--- src/rtl/microroc_sc_loader.sv ---
// Slow-control loader for the MICROROC chain: serialises {DAC2, DAC1, DAC0} MSB first
// on SrCk/SrIn and compares the chain tail against the previously loaded frame.
module microroc_sc_loader #(
  parameter int DAC_WIDTH     = 10,
  parameter int HALF_PERIOD   = 2,
  parameter int SETTLE_CYCLES = 4
) (
  input  logic                 Clk,
  input  logic                 reset,
  input  logic                 LoadSCParameter,
  input  logic [DAC_WIDTH-1:0] OutDAC0,
  input  logic [DAC_WIDTH-1:0] OutDAC1,
  input  logic [DAC_WIDTH-1:0] OutDAC2,
  output logic                 MicrorocConfigDone,
  output logic                 SCBusy,
  output logic                 ReadbackError,
  output logic                 SrCk,
  output logic                 SrIn,
  input  logic                 SrOut
);
  localparam int FRAME = 3 * DAC_WIDTH;
  localparam int BW    = $clog2(FRAME + 1);
  localparam int PW    = $clog2(2 * HALF_PERIOD);
  localparam int SW    = $clog2(SETTLE_CYCLES + 1);

  localparam logic [BW-1:0] BIT_LAST   = BW'(FRAME - 1);
  localparam logic [PW-1:0] PH_RISE    = PW'(HALF_PERIOD - 1);
  localparam logic [PW-1:0] PH_LAST    = PW'(2 * HALF_PERIOD - 1);
  localparam logic [SW-1:0] SETTLE_END = SW'(SETTLE_CYCLES - 1);

  typedef enum logic [1:0] {IDLE, SHIFT, SETTLE, DONE} state_t;

  state_t           state;
  logic [FRAME-1:0] shift_reg;
  logic [FRAME-1:0] frame_reg;
  logic [FRAME-1:0] prev_frame;
  logic [FRAME-1:0] prev_shift;
  logic [BW-1:0]    bit_cnt;
  logic [PW-1:0]    phase;
  logic [SW-1:0]    settle_cnt;
  logic             mismatch;
  logic             prev_valid;
  logic [FRAME-1:0] new_frame;

  assign new_frame = {OutDAC2, OutDAC1, OutDAC0};

  // Outputs are registered from the state being entered, so SrCk/SrIn line up with phase.
  // SrOut is sampled on the edge where SrCk rises, i.e. before the ASIC chain shifts.
  always_ff @(posedge Clk) begin
    if (reset) begin
      state              <= IDLE;
      shift_reg          <= '0;
      frame_reg          <= '0;
      prev_frame         <= '0;
      prev_shift         <= '0;
      bit_cnt            <= '0;
      phase              <= '0;
      settle_cnt         <= '0;
      mismatch           <= 1'b0;
      prev_valid         <= 1'b0;
      MicrorocConfigDone <= 1'b0;
      SCBusy             <= 1'b0;
      ReadbackError      <= 1'b0;
      SrCk               <= 1'b0;
      SrIn               <= 1'b0;
    end else begin
      case (state)
        IDLE: begin
          MicrorocConfigDone <= 1'b0;
          if (LoadSCParameter) begin
            shift_reg  <= new_frame;
            frame_reg  <= new_frame;
            prev_shift <= prev_frame;
            bit_cnt    <= '0;
            phase      <= '0;
            mismatch   <= 1'b0;
            SCBusy     <= 1'b1;
            SrCk       <= 1'b0;
            SrIn       <= new_frame[FRAME-1];
            state      <= SHIFT;
          end
        end
        SHIFT: begin
          if (phase == PH_RISE && SrOut != prev_shift[FRAME-1]) mismatch <= 1'b1;
          if (phase == PH_LAST) begin
            phase      <= '0;
            SrCk       <= 1'b0;
            shift_reg  <= shift_reg << 1;
            prev_shift <= prev_shift << 1;
            bit_cnt    <= bit_cnt + 1'b1;
            if (bit_cnt == BIT_LAST) begin
              SrIn       <= 1'b0;
              settle_cnt <= '0;
              state      <= SETTLE;
            end else begin
              SrIn <= shift_reg[FRAME-2];
            end
          end else begin
            phase <= phase + 1'b1;
            SrCk  <= (phase >= PH_RISE);
          end
        end
        SETTLE: begin
          if (settle_cnt == SETTLE_END) begin
            MicrorocConfigDone <= 1'b1;
            ReadbackError      <= mismatch & prev_valid;
            prev_frame         <= frame_reg;
            prev_valid         <= 1'b1;
            state              <= DONE;
          end else begin
            settle_cnt <= settle_cnt + 1'b1;
          end
        end
        DONE: begin
          MicrorocConfigDone <= 1'b0;
          SCBusy             <= 1'b0;
          state              <= IDLE;
        end
        default: state <= IDLE;
      endcase
    end
  end
endmodule

--- config.mk ---
export PLATFORM = sky130hd
export DESIGN_NAME = microroc_sc_loader
export DESIGN_NICKNAME = d
export VERILOG_FILES = /design/src/rtl/microroc_sc_loader.sv
export SDC_FILE = /design/constraint.sdc
export NUM_CORES = 1
export LEC_CHECK = 0
export ABC_AREA = 1
export ABC_CLOCK_PERIOD_IN_PS = 1500
export CORE_MARGIN = 4
export CORE_UTILIZATION = 35
export CTS_CLUSTER_SIZE = 40
export DETAILED_ROUTE_END_ITERATION = 12
export HOLD_SLACK_MARGIN = 0.15
export PLACE_DENSITY = 0.59
export SLEW_MARGIN = 20
export SYNTH_ARGS = -nofsm -noshare
export SYNTH_HDL_FRONTEND = slang
export SYNTH_SLANG_ARGS = --single-unit
--- constraint.sdc ---
create_clock -name Clk -period 1.5 [get_ports Clk]
set_input_delay 0.3 -clock Clk [delete_from_list [all_inputs] [get_ports Clk]]
set_output_delay 0.3 -clock Clk [all_outputs]
set_load 0.01 [all_outputs]
==> qor.yml, run 1 <==
die:
  rows: 46
  io_pins: 39
  die_w_um: 136
  die_h_um: 136
  initial_core_util: 0.359
  core-area_um2: 16000
  die_area_um2: 18500
layout:
  syn_to_final_growth_pct: 37.6
  nets: 888
  fillerInstances: 1607
  multi_input_area_um2: 2760
  layout-drive-gt1-share: 0.208
  fin_cells: 1072
  register_area_um2: 2750
  diodes: 0
  final_area_um2: 7910
worst_setup_path:
  endpoint_kind: "flop"
  crit_path_top_delay_cell: "dfxtp_2"
  path_class: "reg2reg"
  crit_chain: "inv_4 > ha_4 > buf_8 > inv_6 > clkbuf_16 > o21ai_0 > o21ai_2 > a21oi_1"
  startpoint_type: "flop"
  required_ps: 1820
  crit_path_max_fanout: 11
  critPathMaxStageDelay_ps: 330
  worstPathArrival_ps: 1880
timing:
  rsz0062_at_grt: "yes"
  skew_ps: 8.43
  tightestPinTransition_ps: 299
  setup_violations: 4
  setup_tns_ps: -79.2
  fin_crit_sh: 1.03
  drv_slew: 0
  relSlewSlack: 0.799
  final.min_clock_period_ps: 1550
  setup_slack_ps: -50.3
  hold_violations: 0
  fmax_mhz: 645
  finalHoldWorstSlack_ps: 445
global_routing:
  grt_max_degree: 64
  grt_pass1_vias: 4372
  overflow: 0
  antenna_found_initial: 0
  grt_pass1_wl_um: 20900
  grt_use_total: 0.140
power:
  netSwitchingFraction: 0.340
  power_density_nw_per_um2: 1970
  p_sw_mw: 5.30
  p_int_mw: 10.3
  power_frac_seq: 0.325
  clkPwrFrac: 0.284
  pwr-share-comb: 0.391
  vdd_drop_max_mv: 0.902
  p_leak_nw: 3.17
synth:
  ys_warn_count: 0
  netlist_area_um2: 5750
  ys_seq_area_frac: 0.477
  ys_types: 30
  synth_nets: 825
  syn_area_per_cell_um2: 7.36
  synth-seq-cells: 137
  synthCells: 781
routing:
  num_vias: 5033
  drtIter0Drc: 320
  wl_um: 14500
  ant_nets: 0
  routedWlPerCell_um: 13.5
  viasPerCell: 4.69
  drc: 0
  first_pass_iters: 4
clock_tree:
  insertion_delay_ps: 410
  path_clk_slew_ps: 60
  cts_inserted_buffers: 17
  tritoncts: "done"
  cts-root-buf: "clkbuf_16"
  clockBufferDepth: 2
  cts.sinks: 137
  h-tree-depth: 4
  holdBufCountCts: 0
job:
  max-cap-violations: 0
hold_path:
  holdCritPathClass: "reg2reg"
place:
  dpl_cell_area_um2: 6510
  gp_congestion: 0.788
  io_buffers: 38
  hpwl_um: 7770
  dp.cells: 1022
run_status:
  violations: "negative setup slack"
  status: "complete, but fails checks"
==> power groups by stage <==
stage                     registers, mW  logic, mW  clock network, mW
after floorplan                    5.05       2.85                  0
after global placement             5.09       3.94                  0
after detailed placement           5.12       3.98                  0
after CTS                          5.05       4.26               4.49
after global routing               5.18       6.70               4.66
final                              5.07       6.10               4.43
==> layer usage <==
metal / up-vias / routed length (µm) / global-route usage
met5: - / 0 / 0
met4: 0 / 184 / 0.0538
met3: 16 / 538 / 0.0344
met2: 70 / 7080 / 0.218
met1: 2297 / 6710 / 0.186
li1: 2650 / - / -
==> worst paths after layout <==
path / depth (start not counted) / slack [ps] / from / end
setup reg to reg: 8 / -50 / state[1] / prev_shift[9]
hold reg to reg: 2 / 450 / shift_reg[14] / shift_reg[14]
hold / removal: 2 / 450 / shift_reg[14] / shift_reg[14]
setup / recovery: 8 / -50 / state[1] / prev_shift[9]
==> synth_stat cells, drive strengths merged <==
cell      n  area share
nor2    139       0.091
buf      31       0.038
o21bai    1      0.0013
dfxtp   137        0.48
nand2    92       0.064
nand3    10      0.0087
o211a     1      0.0017
clkbuf   22       0.015
o21ai   176        0.15
a21oi    68       0.060
xor2      2      0.0030
inv      83       0.055
o22ai     2      0.0022
nand4     3      0.0033
a22oi     1      0.0013
ha       10       0.022
a31oi     1      0.0011
or2       1      0.0011
o221a     1      0.0020
==> cell usage in the layout (no fill, tap or decap), drive strengths merged, types with 3 or more instances in the layout <==
master / synthesis / layout
clkdlybuf4s50: 0 / 33
nor2: 139 / 139
inv: 83 / 85
ha: 10 / 10
o21ai: 176 / 176
nand4: 3 / 3
buf: 31 / 51
bufinv: 0 / 4
dlygate4sd2: 0 / 5
dfxtp: 137 / 137
nand2: 92 / 92
clkbuf: 22 / 29
nand3: 10 / 10
a21oi: 68 / 68
==> final cells by class <==
cell class                      instances  share of cell area
Sequential cell                       137               0.347
Tap cell                              216              0.0342
Timing Repair Buffer                   97               0.151
Clock inverter                         10              0.0210
Multi-Input combinational cell        508               0.348
Inverter                               83              0.0403
Clock buffer                           21              0.0582
==> critical path, delay by kind of cell (launching register included) <==
family / cells / cell delay, ps
compound gates: 3 / 530
buf+inv: 4 / 450
flops: 1 / 330
fa+ha+maj: 1 / 130
==> cells by family (layout without fill, tap and decap cells) <==
kind of cell,after synthesis,in the layout,synth area share
AOI/OAI and AO/OA,251,251,0.223
xor gates and xnor gates,2,2,0.00305
adders and majority gates,10,10,0.0218
buffers and inverters,136,211,0.108
DFF,137,137,0.477
and+or+nand+nor,245,245,0.167
==> metrics by stage <==
stage	worst slack, ps	util	power, mW
after detailed placement	-146	0.407	9.10
after CTS	-34.6	0.451	13.8
after floorplan	55.9	-	7.90
after global placement	-132	0.407	9.03
final	-50.3	0.494	15.6
after global routing	-125	0.494	16.5
==> timing repair <==
action / CTS / global route
resized for setup: 19 / 143
cloned: 1 / 12
pin swaps: 0 / 16
endpoints found under the setup margin: 83 / 124
setup buffers: 1 / 5
Power figures use the tool's default switching activity.
==> run 2, diff against run 1 <==
- CAP_MARGIN: unset -> 40
==> results of run 2 <==
The final DEF is identical to that of run 1; final timing and power are the same.
==> run 3, diff against run 2 <==
- CORE_ASPECT_RATIO: unset -> 1.2
- DONT_BUFFER_PORTS: unset -> 1
- PLACE_DENSITY: 0.59 -> 0.56
==> qor.yml, run 3 (synthesis gave the netlist of run 1 again) <==
timing:
  drv_slew: 0  # unchanged
  final.min_clock_period_ps: 1470  # was 1550 ps
  fmax_mhz: 679  # was 645 MHz
  finalHoldWorstSlack_ps: 164  # was 445 ps
  skew_ps: 7.31  # was 8.43 ps
  tightestPinTransition_ps: 374  # was 299 ps
  setup_violations: 0  # was 4
  fin_crit_sh: 0.981  # was 1.03
  hold_violations: 0  # unchanged
  setup_slack_ps: 28.2  # was -50.3 ps
  rsz0062_at_grt: "yes"  # unchanged
  setup_tns_ps: 0  # was -79.2 ps
  relSlewSlack: 0.751  # was 0.799
die:
  die_w_um: 125  # was 136 µm
  core-area_um2: 16200  # was 16000 µm²
  initial_core_util: 0.355  # was 0.359
  die_h_um: 148  # was 136 µm
  rows: 51  # was 46
  io_pins: 39  # unchanged
  die_area_um2: 18600  # was 18500 µm²
clock_tree:
  cts-root-buf: "clkbuf_16"  # unchanged
  cts_inserted_buffers: 17  # unchanged
  clockBufferDepth: 2  # unchanged
  h-tree-depth: 4  # unchanged
  insertion_delay_ps: 420  # was 410 ps
  tritoncts: "done"  # unchanged
  cts.sinks: 137  # unchanged
  path_clk_slew_ps: 60  # about the same
run_status:
  status: "finished, final reports clean"  # was complete, but fails checks
routing:
  viasPerCell: 4.67  # was 4.69
  drc: 0  # unchanged
  ant_nets: 0  # unchanged
  num_vias: 4919  # was 5033
  drtIter0Drc: 136  # was 320
  routedWlPerCell_um: 12.5  # was 13.5 µm
  wl_um: 13200  # was 14500 µm
  first_pass_iters: 4  # unchanged
worst_setup_path:
  crit_path_max_fanout: 12  # was 11
  path_class: "reg2reg"  # unchanged
  worstPathArrival_ps: 1780  # was 1880 ps
  endpoint_kind: "flop"  # unchanged
  ff2ff_setup_slack_ps: 30  # was -50 ps
  required_ps: 1810  # was 1820 ps
  startpoint_type: "flop"  # unchanged
  r2r-end: "bit_cnt[4]"  # was prev_shift[9]
  rr_worst_depth: 10  # was 8
  r2r_start: "state[0]"  # was state[1]
job:
  max-cap-violations: 0  # unchanged
power:
  power_density_nw_per_um2: 1860  # was 1970 nW/µm²
  p_leak_nw: 2.94  # was 3.17 nW
  vdd_drop_max_mv: 0.767  # was 0.902 mV
  p_total_mw: 13.5  # was 15.6 mW
global_routing:
  overflow: 0  # unchanged
  grt_pass1_vias: 4727  # was 4372
  grt_pass1_wl_um: 22000  # was 20900 µm
  antenna_found_initial: 0  # unchanged
  grt_max_degree: 89  # was 64
  grt_use_total: 0.143  # was 0.140
hold_path:
  min_to: "shift_reg[21]"  # was shift_reg[14]
  holdPathStages: 4  # was 2
  holdCritPathClass: "in2reg"  # was reg2reg
  worstHoldStart: "OutDAC2[1]"  # was shift_reg[14]
place:
  gp_congestion: 0.714  # was 0.788
  hpwl_um: 8200  # was 7770 µm
  io_buffers: 0  # was 38
  dp_slack_ps: -92.4  # was -146 ps
layout:
  final_common_cell: "o21ai_0"
  syn_to_final_growth_pct: 26.7  # was 37.6%
  diodes: 0  # unchanged
  final_cell_mix: "o21ai_0, nor2_1, dfxtp_1, nand2_1, inv_1"  # was dfxtp_1, nor2_1, o21ai_0, nand2_1, inv_1
  final_util: 0.450  # was 0.494
  layout-drive-gt1-share: 0.128  # was 0.208
  nets: 873  # was 888
run 3: cell types whose count changed in the layout (fill, tap and decap cells not counted), moves of 3 or more:
cell / previous run / this run
o21ai_0: 106 / 140
clkbuf_16: 25 / 19
inv_2: 5 / 2
buf_8: 3 / 0
o21ai_1: 26 / 35
a21oi_1: 49 / 67
bufinv_16: 4 / 1
dlygate4sd3_1: 0 / 32
dlygate4sd2_1: 5 / 0
a21oi_2: 19 / 1
o21ai_4: 6 / 0
o21ai_2: 38 / 1
clkdlybuf4s50_1: 33 / 0
run 3: worst max-delay path, cell delays in order, from the launching register on:
cell,delay [ps]
dfxtp_4,380
inv_4,50
ha_4,170
inv_4,60
nand2_4,50
nand2_4,100
buf_4,120
buf_6,140
nand4_1,100
o21ai_0,160
nor2_1,60
run 3: how the worst max path moves through the flow:
stage                     endpoint           from  cells past startpoint
floorplan           prev_shift[22]       state[1]                      8
global placement     frame_reg[18]       state[0]                      8
detailed placement   shift_reg[11]       state[1]                      7
CTS                 prev_frame[16]  settle_cnt[0]                      8
global route            bit_cnt[3]       state[0]                     10
finish                  bit_cnt[4]       state[0]                     10
run 3: power breakdown:
part           switching (mW)  internal [mW]  total [mW]
sequential              0.379           4.70        5.08
combinational            2.57           1.92        4.48
clock                    1.64           2.33        3.98
run 3: repair_timing:
item                       in CTS  in global routing
hold buffers                   32                  0
gates cloned                    1                  2
gates resized for setup        12                 31
pin swaps                       0                  7
hold endpoints to repair       42                  0
setup endpoints to repair      91                 97
setup buffers                   0                  3
run 3: final cells by class:
type / count / area [µm²]
fill: 1660 / 8920
sequential: 137 / 2750
multi-input combinational: 508 / 2450
timing repair buffer: 82 / 932
clock buffer: 19 / 443
inverter: 83 / 324
tap: 212 / 265
clock inverter: 13 / 120
run 3: metrics by stage:
stage                     cells  area, µm²
after floorplan             781       5750
after global placement      984       6200
after detailed placement    984       6200
after CTS                  1049       7160
after global routing       1054       7290
final                      1054       7290
run 3: layer usage:
layer | global-route usage | share of wire | up-vias | wire [µm]
met1 | 0.166 | 0.46 | 2225 | 6050
met5 | 0 | 0 | - | 0
met3 | 0.0363 | 0.030 | 19 | 389
met4 | 0.0504 | 0.016 | 0 | 211
met2 | 0.256 | 0.49 | 53 | 6510
li1 | - | - | 2622 | -
